===== src/rtl/ysyx_23060184_mem_stage.sv =====
// Memory-access stage: one single-beat AXI4-Lite load/store per instruction.
// Handles store alignment, load extension and valid/ready hand-off to MEM/WB.
module ysyx_23060184_mem_stage #(
   parameter int unsigned DATA_WIDTH     = 32,
   parameter int unsigned WMASK_LENGTH   = 4,
   parameter int unsigned ROPCODE_LENGTH = 3
) (
   input  logic                      clk,
   input  logic                      reset,
   input  logic                      Mvalid,
   output logic                      Mready,
   input  logic                      MemReadM,
   input  logic                      MemWriteM,
   input  logic [WMASK_LENGTH-1:0]   WmaskM,
   input  logic [ROPCODE_LENGTH-1:0] RopcodeM,
   input  logic [DATA_WIDTH-1:0]     ALUResultM,
   input  logic [DATA_WIDTH-1:0]     WriteDataM,
   output logic                      Wvalid,
   input  logic                      Wready,
   output logic [DATA_WIDTH-1:0]     ReadDataM,
   output logic                      AccessFault,
   output logic                      MisalignFault,
   output logic [DATA_WIDTH-1:0]     araddr,
   output logic                      arvalid,
   input  logic                      arready,
   input  logic [DATA_WIDTH-1:0]     rdata,
   input  logic [1:0]                rresp,
   input  logic                      rvalid,
   output logic                      rready,
   output logic [DATA_WIDTH-1:0]     awaddr,
   output logic                      awvalid,
   input  logic                      awready,
   output logic [DATA_WIDTH-1:0]     wdata,
   output logic [WMASK_LENGTH-1:0]   wstrb,
   output logic                      wvalid,
   input  logic                      wready,
   input  logic [1:0]                bresp,
   input  logic                      bvalid,
   output logic                      bready
);
   localparam int unsigned OFF_W = $clog2(WMASK_LENGTH);

   typedef enum logic [2:0] {IDLE, AR, R, WR, B, DONE} stateT;

   stateT                     state;
   logic [OFF_W-1:0]          offQ;
   logic [ROPCODE_LENGTH-1:0] ropQ;
   logic [OFF_W-1:0]          off;
   logic                      halfLoad, wordLoad, readMis, writeMis, misalign;
   logic [DATA_WIDTH-1:0]     loadShift, loadExt, wordAddr;

   assign off      = ALUResultM[OFF_W-1:0];
   assign wordAddr = {ALUResultM[DATA_WIDTH-1:OFF_W], OFF_W'(0)};

   // Alignment rules: read type decides when both flags are set
   always_comb begin
      halfLoad = (RopcodeM == ROPCODE_LENGTH'(1)) || (RopcodeM == ROPCODE_LENGTH'(5));
      wordLoad = (RopcodeM == ROPCODE_LENGTH'(2));
      readMis  = (halfLoad && off[0]) || (wordLoad && (off != OFF_W'(0)));
      writeMis = ((WmaskM == WMASK_LENGTH'(3)) && off[0]) ||
                 ((WmaskM == WMASK_LENGTH'(15)) && (off != OFF_W'(0)));
      misalign = 1'b0;
      if (MemReadM)       misalign = readMis;
      else if (MemWriteM) misalign = writeMis;
   end

   // Byte-lane select and sign/zero extension of the returned word
   always_comb begin
      loadShift = rdata >> {offQ, 3'b000};
      loadExt   = loadShift;
      case (ropQ)
         ROPCODE_LENGTH'(0): loadExt = {{(DATA_WIDTH-8){loadShift[7]}}, loadShift[7:0]};
         ROPCODE_LENGTH'(1): loadExt = {{(DATA_WIDTH-16){loadShift[15]}}, loadShift[15:0]};
         ROPCODE_LENGTH'(4): loadExt = {{(DATA_WIDTH-8){1'b0}}, loadShift[7:0]};
         ROPCODE_LENGTH'(5): loadExt = {{(DATA_WIDTH-16){1'b0}}, loadShift[15:0]};
         default:            loadExt = loadShift;
      endcase
   end

   always_ff @(posedge clk or posedge reset) begin
      if (reset) begin
         state         <= IDLE;
         Mready        <= 1'b1;
         Wvalid        <= 1'b0;
         ReadDataM     <= '0;
         AccessFault   <= 1'b0;
         MisalignFault <= 1'b0;
         araddr        <= '0;
         arvalid       <= 1'b0;
         rready        <= 1'b0;
         awaddr        <= '0;
         awvalid       <= 1'b0;
         wdata         <= '0;
         wstrb         <= '0;
         wvalid        <= 1'b0;
         bready        <= 1'b0;
         offQ          <= '0;
         ropQ          <= '0;
      end else begin
         case (state)
            IDLE: if (Mvalid) begin
               Mready        <= 1'b0;
               offQ          <= off;
               ropQ          <= RopcodeM;
               ReadDataM     <= '0;
               AccessFault   <= 1'b0;
               MisalignFault <= misalign;
               if (misalign || (!MemReadM && !MemWriteM)) begin
                  state  <= DONE;
                  Wvalid <= 1'b1;
               end else if (MemReadM) begin
                  state   <= AR;
                  araddr  <= wordAddr;
                  arvalid <= 1'b1;
               end else begin
                  state   <= WR;
                  awaddr  <= wordAddr;
                  awvalid <= 1'b1;
                  wdata   <= WriteDataM << {off, 3'b000};
                  wstrb   <= WmaskM << off;
                  wvalid  <= 1'b1;
               end
            end
            AR: if (arready) begin
               arvalid <= 1'b0;
               rready  <= 1'b1;
               state   <= R;
            end
            R: if (rvalid) begin
               rready      <= 1'b0;
               ReadDataM   <= loadExt;
               AccessFault <= (rresp != 2'b00);
               Wvalid      <= 1'b1;
               state       <= DONE;
            end
            WR: begin
               // Address and data channels complete independently
               if (awready) awvalid <= 1'b0;
               if (wready)  wvalid  <= 1'b0;
               if ((!awvalid || awready) && (!wvalid || wready)) begin
                  bready <= 1'b1;
                  state  <= B;
               end
            end
            B: if (bvalid) begin
               bready      <= 1'b0;
               AccessFault <= (bresp != 2'b00);
               Wvalid      <= 1'b1;
               state       <= DONE;
            end
            DONE: if (Wready) begin
               Wvalid <= 1'b0;
               Mready <= 1'b1;
               state  <= IDLE;
            end
            default: state <= IDLE;
         endcase
      end
   end
endmodule


===== config.mk =====
export PLATFORM = sky130hd
export DESIGN_NAME = ysyx_23060184_mem_stage
export DESIGN_NICKNAME = d
export VERILOG_FILES = /design/src/rtl/ysyx_23060184_mem_stage.sv
export SDC_FILE = /design/constraint.sdc
export NUM_CORES = 1
export LEC_CHECK = 0
export ABC_AREA = 1
export BUFFER_PORTS_ARGS = -buffer_cell sky130_fd_sc_hd__buf_2
export CELL_PAD_IN_SITES_DETAIL_PLACEMENT = 0
export CELL_PAD_IN_SITES_GLOBAL_PLACEMENT = 1
export CORE_ASPECT_RATIO = 0.7
export CORE_MARGIN = 3
export CORE_UTILIZATION = 35
export DETAILED_ROUTE_END_ITERATION = 10
export PLACE_DENSITY_LB_ADDON = 0.1
export SLEW_MARGIN = 20
export SYNTH_ARGS = -nofsm -noshare
export SYNTH_HDL_FRONTEND = slang
export SYNTH_SLANG_ARGS = --single-unit

===== constraint.sdc =====
create_clock -name clk -period 4.55 [get_ports clk]
set_input_delay 0 -clock clk [delete_from_list [all_inputs] [get_ports clk]]
set_output_delay 0 -clock clk [all_outputs]
set_load 0.02 [all_outputs]

* Word-level counts from Yosys, hierarchy flattened *
Cells that the tools add are included.

word-level totals
  register bits after elaboration = 145
  input bits = 118
  output and inout port bits = 141
  word-level logic and storage cells = 134

cells by class
  shift operators = 3
  reduce and logical (&&, ||, !) cells = 42
  bitwise gates (word level) = 2
  muxes and demuxes = 45
  equal/unequal tests = 25

operators with widths
  kind                  count
  $pmux W32 S4          1
  $mux W32              2
  $pmux W32 S2          1
  $shl A32 B5 Y32       1
  $shr A32 B5 Y32       1
  $mux W1               24
  $ne A2 B2 Y1 const B  12
  $mux W3               7
  $pmux W3 S6           1
  $reduce_bool A2 Y1    9
  $eq A3 B3 Y1 const B  5
  $reduce_and A5 Y1     3
  $pmux W1 S2           6
  $reduce_and A3 Y1     4
  $reduce_and A4 Y1     3
  $reduce_and A6 Y1     2
  $eq A3 B1 Y1 const B  3
  $eq A3 B2 Y1 const B  3
  $logic_and A1 B1 Y1   6
  $logic_not A3 Y1      2
  $logic_or A1 B1 Y1    6
  $eq A4 B2 Y1 const B  1
  $eq A4 B4 Y1 const B  1
  $logic_not A1 Y1      4
  8 further kinds       9

* Depth between registers and ports, before layout *
Gate-level depths: netlist of the first run.

  word-level depth = 9
  depth in mapped cells = 11
  mapped depth without buffers = 10

* Worst setup path after synthesis of the first run *
No wires, ideal clock.

  kind = reg-to-reg
  start point = reg state[0]
  end point = reg wstrb[0]
  setup time = 0.118 ns
  required time = 4.432 ns
  cell stages (with the launch flop) = 9
  path buffers = 2
  arrival = 1.357 ns
  period minus slack after synthesis = 1.475 ns
  path slack = 3.075 ns
  cell sequence = dfrtp_1 nor2_4 nand2_2 nor2_8 nand4_4 buf_6 buf_6 nand2_2 o21ai_2

on the way
  word-level cells in the longest chain between the ends = 2

RTL lines
  what                         line  text
  from (decl)                  45    stateT state;
  from (signal assigned)       82    state <= IDLE;
  from (signal assigned)       109   state <= DONE;
  from (signal assigned)       112   state <= AR;
  $logic_not A3 Y1             100   case (state)
  $reduce_and A4 Y1 (no line)  n/a
  to (signal assigned)         120   wstrb <= WmaskM << off;
  to (decl)                    34    output logic [WMASK_LENGTH-1:0] wstrb,

Every way passes these cells.
A chain may end at the register's enable or synchronous reset.

* Worst setup path after layout of the first run *
  start point = reg offQ[0]
  end point = reg ReadDataM[25]

on the way
  word-level cells in the longest chain between the ends = 4

RTL lines
  what                    line  text
  from (decl)             46    logic [OFF_W-1:0] offQ;
  from (signal assigned)  97    offQ <= '0;
  from (signal assigned)  103   offQ <= off;
  $shr A32 B5 Y32         69    loadShift = rdata >> {offQ, 3'b000};
  $pmux W32 S4            71    case (ropQ)
  $mux W32                129   R: if (rvalid) begin
  $pmux W32 S2            100
  to (signal assigned)    131   ReadDataM <= loadExt;
  to (decl)               20    output logic [DATA_WIDTH-1:0] ReadDataM,

Every way passes these cells. The select of a mux whose other input is x is not followed.

==> results of run 1 <==
==> sequential cells by signal, summed over array words and instances, names as in the netlist, 2 cells and up <==
name	cells
wstrb	4
ReadDataM	32
state	3
wdata	32
araddr	30
awaddr	30
ropQ	3
offQ	2
==> cells in the mapped netlist, types with 2 or more instances <==
cell,instances,share of area (%)
nand2_1,461,24
dfrtp_1,144,49
nand3_1,80,5.5
o21ai_0,51,3.5
a21oi_1,35,2.4
inv_1,28,1.4
buf_2,22,1.5
nor2_1,22,1.1
clkbuf_1,17,0.87
o21ai_2,14,1.7
buf_6,13,2.0
inv_2,10,0.51
buf_4,8,0.82
a22o_1,7,0.84
nand2_2,5,0.43
mux2i_1,4,0.55
a22oi_1,3,0.31
nor3_1,3,0.21
a22oi_2,2,0.34
nand3_2,2,0.27
nand3b_1,2,0.21
nand4_1,2,0.17
==> worst paths after layout <==
check	from	to	slack, ns	cells after the start
setup reg to reg	offQ[0]	ReadDataM[25]	1.95	8
min in group asynchronous	reset	araddr[23]	0.06	3
max in group asynchronous	reset	wdata[14]	3.40	4
hold / removal	rdata[26]	ReadDataM[26]	0.02	5
setup / recovery	offQ[0]	ReadDataM[25]	1.95	8
hold reg to reg	ReadDataM[14]	ReadDataM[14]	0.47	2
==> cells by family after synthesis <==
group,after synthesis
buffers and inverters,100
other,1
AO/OA/AOI/OAI,117
flip-flops,145
AND/OR/NAND/NOR,583
multiplexers,4
==> power breakdown <==
group / total [mW] / switching, mW / internal (mW) / leakage (nW)
combinational: 2.90 / 1.94 / 0.960 / 3.38
sequential: 2.25 / 0.389 / 1.86 / 1.86
clock: 1.42 / 0.674 / 0.747 / 0.297
==> final cells by class <==
type	count	area, um^2
fill	2041	10200
timing repair buffer	331	2030
tap	270	338
sequential	145	3630
clock inverter	15	179
clock buffer	17	425
antenna	2	5.00
multi-input combinational	708	3150
inverter	38	148
==> per-layer routing <==
metal	part of all wire, %	routed length [um]	vias to the layer above	global-route usage, %
li1	-	-	3604	-
met1	49	11500	3341	29.9
met2	43	10000	209	30.2
met3	6.7	1580	16	5.48
met4	1.1	263	0	4.72
met5	0	0	-	0
==> through the flow <==
| step | area (um^2) | power (mW) | worst slack (ns) |
|---|---|---|---|
| CTS | 9900 | 6.64 | 2.01 |
| global route | 9900 | 7.05 | 1.70 |
| global placement | 8570 | 5.13 | 1.84 |
| finish | 9900 | 6.57 | 1.95 |
| detailed placement | 8570 | 5.13 | 1.80 |
| floorplan | 7310 | 4.17 | 0.657 |
==> worst reg2reg max path: cells and delay by family, from the launching register on <==
kind	cells	cell delay (ns)
flops	1	0.86
buf+inv	1	0.45
compound gates	1	0.19
simple gates	6	0.98
==> impl_metrics.py, run 1 <==
metrics = {
    "sta": {
        "tns_ns": 0,
        "fin_crit_ns": 2.60,
        "finalHoldViolations": 0,
        "max_freq_mhz": 384,
        "setup_viol": 0,
        "drv_slew": 0,
        "hold_ws_ns": 0.0150,
        "rsz0062_at_grt": "no",
        "skew_ns": 0.0122,
        "tightest_slew_ns": 0.955,
        "slew-limit-headroom_pct": 36.3,
        "finalCritPeriodShare_pct": 57.2,
    },
    "synth": {
        "ys_types": 37,
        "synth_edf_count": 0,
        "syn_area_per_cell_um2": 7.68,
        "syn_inst": 950,
        "synth.yosys.warnings": 0,
        "synth-async-reset-ratio_pct": 100,
        "muxShareOfSynthArea_pct": 0.549,
        "synth_top_family_by_area": "simple AND/OR/NAND/NOR gates",
        "synthFlopType": "dfrtp_1",
        "ys_ff_latch": 145,
        "synth_compound_area_share_pct": 9.67,
        "synthAdderAreaFrac_pct": 0,
        "ys_seq_area_share_pct": 49.7,
        "syn_area_um2": 7300,
        "synthXorXnorAreaFrac_pct": 0,
        "synth-simple-area-share_pct": 32.7,
    },
    "status": {
        "status": "finished clean",
    },
    "cells_and_area": {
        "drive_above_1_share_pct": 26.5,
        "layout_common_cells": "nand2_1 (461), buf_2 (254), dfrtp_1 (144)",
        "final_common_cell": "nand2_1",
        "syn2layout_area_growth_pct": 35.7,
        "nets": 1359,
        "postLayoutCoreUtil_pct": 49.2,
        "stdcell_count": 1526,
    },
    "route": {
        "wl_um": 23400,
        "dr.pass1.iters": 5,
        "drt_iter0_drc": 420,
        "vias": 7170,
        "ant_nets": 0,
        "avgViaCountPerCell": 4.70,
        "wl_per_cell_um": 15.3,
        "drc": 0,
    },
    "clocking": {
        "clock_tree.root_cell": "clkbuf_16",
        "clock-sinks": 145,
        "cts_buffer_depth": 2,
        "cts_tree": "done",
        "clk-insertion-delay-late_ns": 0.43,
        "cts_setup_buffers": 0,
        "cts_buffers": 17,
        "ctsHoldBuffers": 72,
        "cts.clk_slew.worst_paths_ns": 0.07,
        "htreeDepth": 4,
        "post_cts_resized": 0,
    },
    "hold_path": {
        "holdCritPathClass": "in2reg",
    },
    "power_and_ir_drop": {
        "irDropWorstVdd_uv": 317,
        "power.leakage_nw": 5.54,
        "p_per_area_nw_per_um2": 664,
    },
    "place": {
        "place_hpwl_um": 16300,
        "gp_congestion": 0.870,
        "dp_cells": 1420,
        "portBuffers": 254,
    },
    "worst_setup_path": {
        "crit_type": "reg2reg",
        "max_stage_delay_ns": 0.86,
        "cp_max_fo": 32,
        "crit_buf_inv": 1,
        "cp_common_cell": "nand2_1",
        "worst_path_max_delay_cell": "dfrtp_1",
        "start_kind": "flop",
        "worstPathCellList": "inv_2 > nand2_1 > nand2_1 > o21a_1 > nand2_2 > nand3_2 > nand3_1 > nand2_1",
        "crit_family": "simple AND/OR/NAND/NOR gates",
        "end_kind": "flop",
        "worstPathArrival_ns": 2.91,
        "cp.required_ns": 4.86,
    },
    "global_route": {
        "grt_pass1_vias": 6801,
        "grt_max_degree": 83,
        "antenna_found_initial": 2,
        "overflow": 0,
        "grt_pass1_wl_um": 36700,
        "grt_usage_pct": 20.4,
    },
    "floorplan": {
        "core_um2": 20100,
        "start_util_pct": 36.3,
        "fp.dieH_um": 127,
        "ioPinCount": 259,
        "dieWidth_um": 179,
        "die_area_um2": 22700,
        "num_rows": 43,
    },
    "flow_run": {
        "max_cap_violations": 0,
    },
}
No activity file was read; power rests on OpenSTA's default activity.
==> inputs of run 2 (changes only) <==
Settings changed: ABC_AREA 1 to 0, CORE_UTILIZATION 35 to 33.
Clock period 4.55 ns to 2.36 ns, I/O delays scaled along.
==> run 2 against run 1 <==
Net effect: routed wire length shrank 8.9%; sequential share of layout area grew 0.79 points; clock skew grew 0.0048 ns; non-clock buffer count grew 17; synthesized cell count shrank 29%.
==> impl_metrics.py, run 2 <==
metrics = {
    "status": {
        "status": "finished clean",
    },
    "synth": {
        "synth_area_leaders": "dfrtp_1 (53%), nand2_1 (11%), mux2i_1 (5.2%), mux2_1 (5.0%), a21oi_1 (2.7%)",
        "syn_inst": 673,
        "ys_types": 55,
        "ys_ff_latch": 145,
        "yosysTopAreaCell": "dfrtp_1",
        "synth_common_cells": "nand2_1 (194), dfrtp_1 (144), a21oi_1 (37)",
        "synth-async-reset-ratio_pct": 100,
        "syn_area_per_cell_um2": 10.1,
        "yosysMostFrequentCell": "nand2_1",
        "synthFlopType": "dfrtp_1",
        "ys_seq_area_share_pct": 53.5,
        "synth_top_area_share_pct": 53.1,
        "synth_edf_count": 0,
        "syn_area_um2": 6780,
        "synth.yosys.warnings": 0,
    },
    "worst_setup_path": {
        "end_kind": "flop",
        "cp_max_fo": 14,
        "worstPathCellList": "nor2_8 > nand3_4 > nor3b_4 > nor2b_1 > a221o_1",
        "start_kind": "flop",
        "worstPathArrival_ns": 2.38,
        "worst_path_max_delay_cell": "dfrtp_1",
        "max_stage_delay_ns": 0.56,
        "cp.required_ns": 2.71,
        "crit_type": "reg2reg",
    },
    "cells_and_area": {
        "layout_common_cells": "buf_2 (254), nand2_1 (194), dfrtp_1 (144)",
        "nets": 1112,
        "final_common_cell": "buf_2",
        "syn2layout_area_growth_pct": 42.9,
        "drive_above_1_share_pct": 33.2,
        "largestRegisters": "ReadDataM: 32 flops, wdata: 32 flops",
    },
    "sta": {
        "finalCritPeriodShare_pct": 86.1,
        "max_freq_mhz": 492,
        "setup_ws_ns": 0.327,
        "skew_ns": 0.0169,
        "setup_viol": 0,
        "drv_slew": 0,
        "rsz0062_at_grt": "no",
        "tightest_slew_ns": 0.832,
        "fin_crit_ns": 2.03,
        "finalHoldViolations": 0,
        "slew-limit-headroom_pct": 44.5,
        "tns_ns": 0,
    },
    "clocking": {
        "cts_buffers": 17,
        "cts.clk_slew.worst_paths_ns": 0.06,
        "clock-sinks": 145,
        "cts_tree": "done",
        "clk-insertion-delay-late_ns": 0.42,
        "htreeDepth": 4,
        "cts_buffer_depth": 2,
        "clock_tree.root_cell": "clkbuf_16",
    },
    "route": {
        "wl_um": 21300,
        "vias": 6073,
        "ant_nets": 0,
        "avgViaCountPerCell": 4.75,
        "drt_iter0_drc": 339,
        "wl_per_cell_um": 16.7,
        "dr.pass1.iters": 4,
        "drc": 0,
    },
    "global_route": {
        "grt_pass1_vias": 6222,
        "grt_max_degree": 146,
        "grt_usage_pct": 19.2,
        "grt_pass1_wl_um": 33900,
        "overflow": 0,
        "antenna_found_initial": 1,
    },
    "place": {
        "dp_slack_ns": 0.334,
        "portBuffers": 254,
        "place_hpwl_um": 15500,
        "gp_congestion": 0.898,
    },
    "power_and_ir_drop": {
        "p_per_area_nw_per_um2": 1290,
        "p_sw_share_pct": 42.0,
        "power_frac_comb_pct": 42.4,
        "p_int_mw": 7.23,
        "power_frac_clock_pct": 22.2,
        "power_frac_seq_pct": 35.4,
        "irDropWorstVdd_uv": 614,
        "power_switching_mw": 5.25,
        "power.leakage_nw": 4.97,
    },
    "floorplan": {
        "ioPinCount": 259,
        "die_area_um2": 22300,
        "dieWidth_um": 177,
        "fp.dieH_um": 126,
        "core_um2": 20000,
        "num_rows": 43,
        "start_util_pct": 33.9,
    },
    "hold_path": {
        "holdCritPathClass": "in2reg",
    },
    "flow_run": {
        "max_cap_violations": 0,
    },
}
[run 2: cell types whose count changed after synthesis, sizes merged, moves of 10 or more]
| cell | delta |
|---|---|
| nand2 | -272 |
| nand3 | -62 |
| mux2 | +40 |
| inv | -32 |
| mux2i | +32 |
| o21ai | -29 |
| a221o | +16 |
| nor2b | +12 |
| a211oi | +11 |
| buf | -11 |
| o31ai | +10 |
[run 2: area by class of cell]
class / count / area [um^2]
well taps: 270 / 338
clock buffers: 18 / 439
multi-input cells: 476 / 2870
fillers: 1921 / 10300
clock inverters: 14 / 164
repair buffers: 348 / 2220
flip-flops and latches: 145 / 3630
inverters: 6 / 26.3
diodes: 1 / 2.50
[run 2: logic make-up (layout without fill, tap and decap cells)]
logic type | after synthesis | after routing | synth area share, %
buffers and inverters | 55 | 386 | 4.43
AO/OA/AOI/OAI | 130 | 130 | 12.7
flip-flops | 145 | 145 | 53.5
other | 1 | 5 | 0.0553
multiplexers | 76 | 76 | 12.1
AND/OR/NAND/NOR | 266 | 266 | 17.2
[run 2: stage by stage]
step	total power, mW	instances	area, um^2	hold WS (ns)	util [%]
finish	12.5	1278	9690	0.0188	48.4
global route	13.3	1278	9690	0.00805	48.4
CTS	12.6	1277	9690	0.00265	48.4
detailed placement	9.68	1168	8320	0.206	41.6
global placement	9.62	1168	8320	0.202	41.6
floorplan	7.72	676	6800	0.0948	-
[run 2: worst paths after layout]
path | to | cells past startpoint | slack (ns) | start
setup / recovery | ReadDataM[26] | 5 | 0.33 | state[0]
hold / removal | ReadDataM[17] | 3 | 0.02 | rdata[17]
setup reg to reg | ReadDataM[26] | 5 | 0.33 | state[0]
hold reg to reg | wstrb[2] | 2 | 0.47 | wstrb[2]
max in group asynchronous | wdata[3] | 4 | 1.39 | reset
min in group asynchronous | araddr[12] | 4 | 0.30 | reset
[run 2: critical path, delay by kind of cell (launching register included)]
kind,cells,cell delay [ns]
simple gates,4,1.17
flops,1,0.56
compound gates,1,0.25
[run 2: metal layers]
| layer | global-route usage [%] | vias to the layer above | wire length, um |
|---|---|---|---|
| met1 | 27.5 | 2891 | 10200 |
| met4 | 4.80 | 0 | 247 |
| met2 | 28.0 | 210 | 9090 |
| met5 | 0 | - | 0 |
| li1 | - | 2949 | - |
| met3 | 6.54 | 23 | 1750 |
[run 2: what timing repair did]
action / CTS / global route
resized for setup: 0 / 0
buffers inserted: 0 / 0
hold buffers: 77 / 0
hold endpoints to repair: 258 / 0
[run 2: power groups by stage]
stage / clock network (mW) / logic [mW] / registers [mW]
floorplan: 0 / 2.08 / 5.64
global placement: 0 / 5.22 / 4.40
detailed placement: 0 / 5.25 / 4.43
CTS: 2.85 / 5.36 / 4.42
global route: 2.96 / 5.79 / 4.57
finish: 2.77 / 5.29 / 4.42
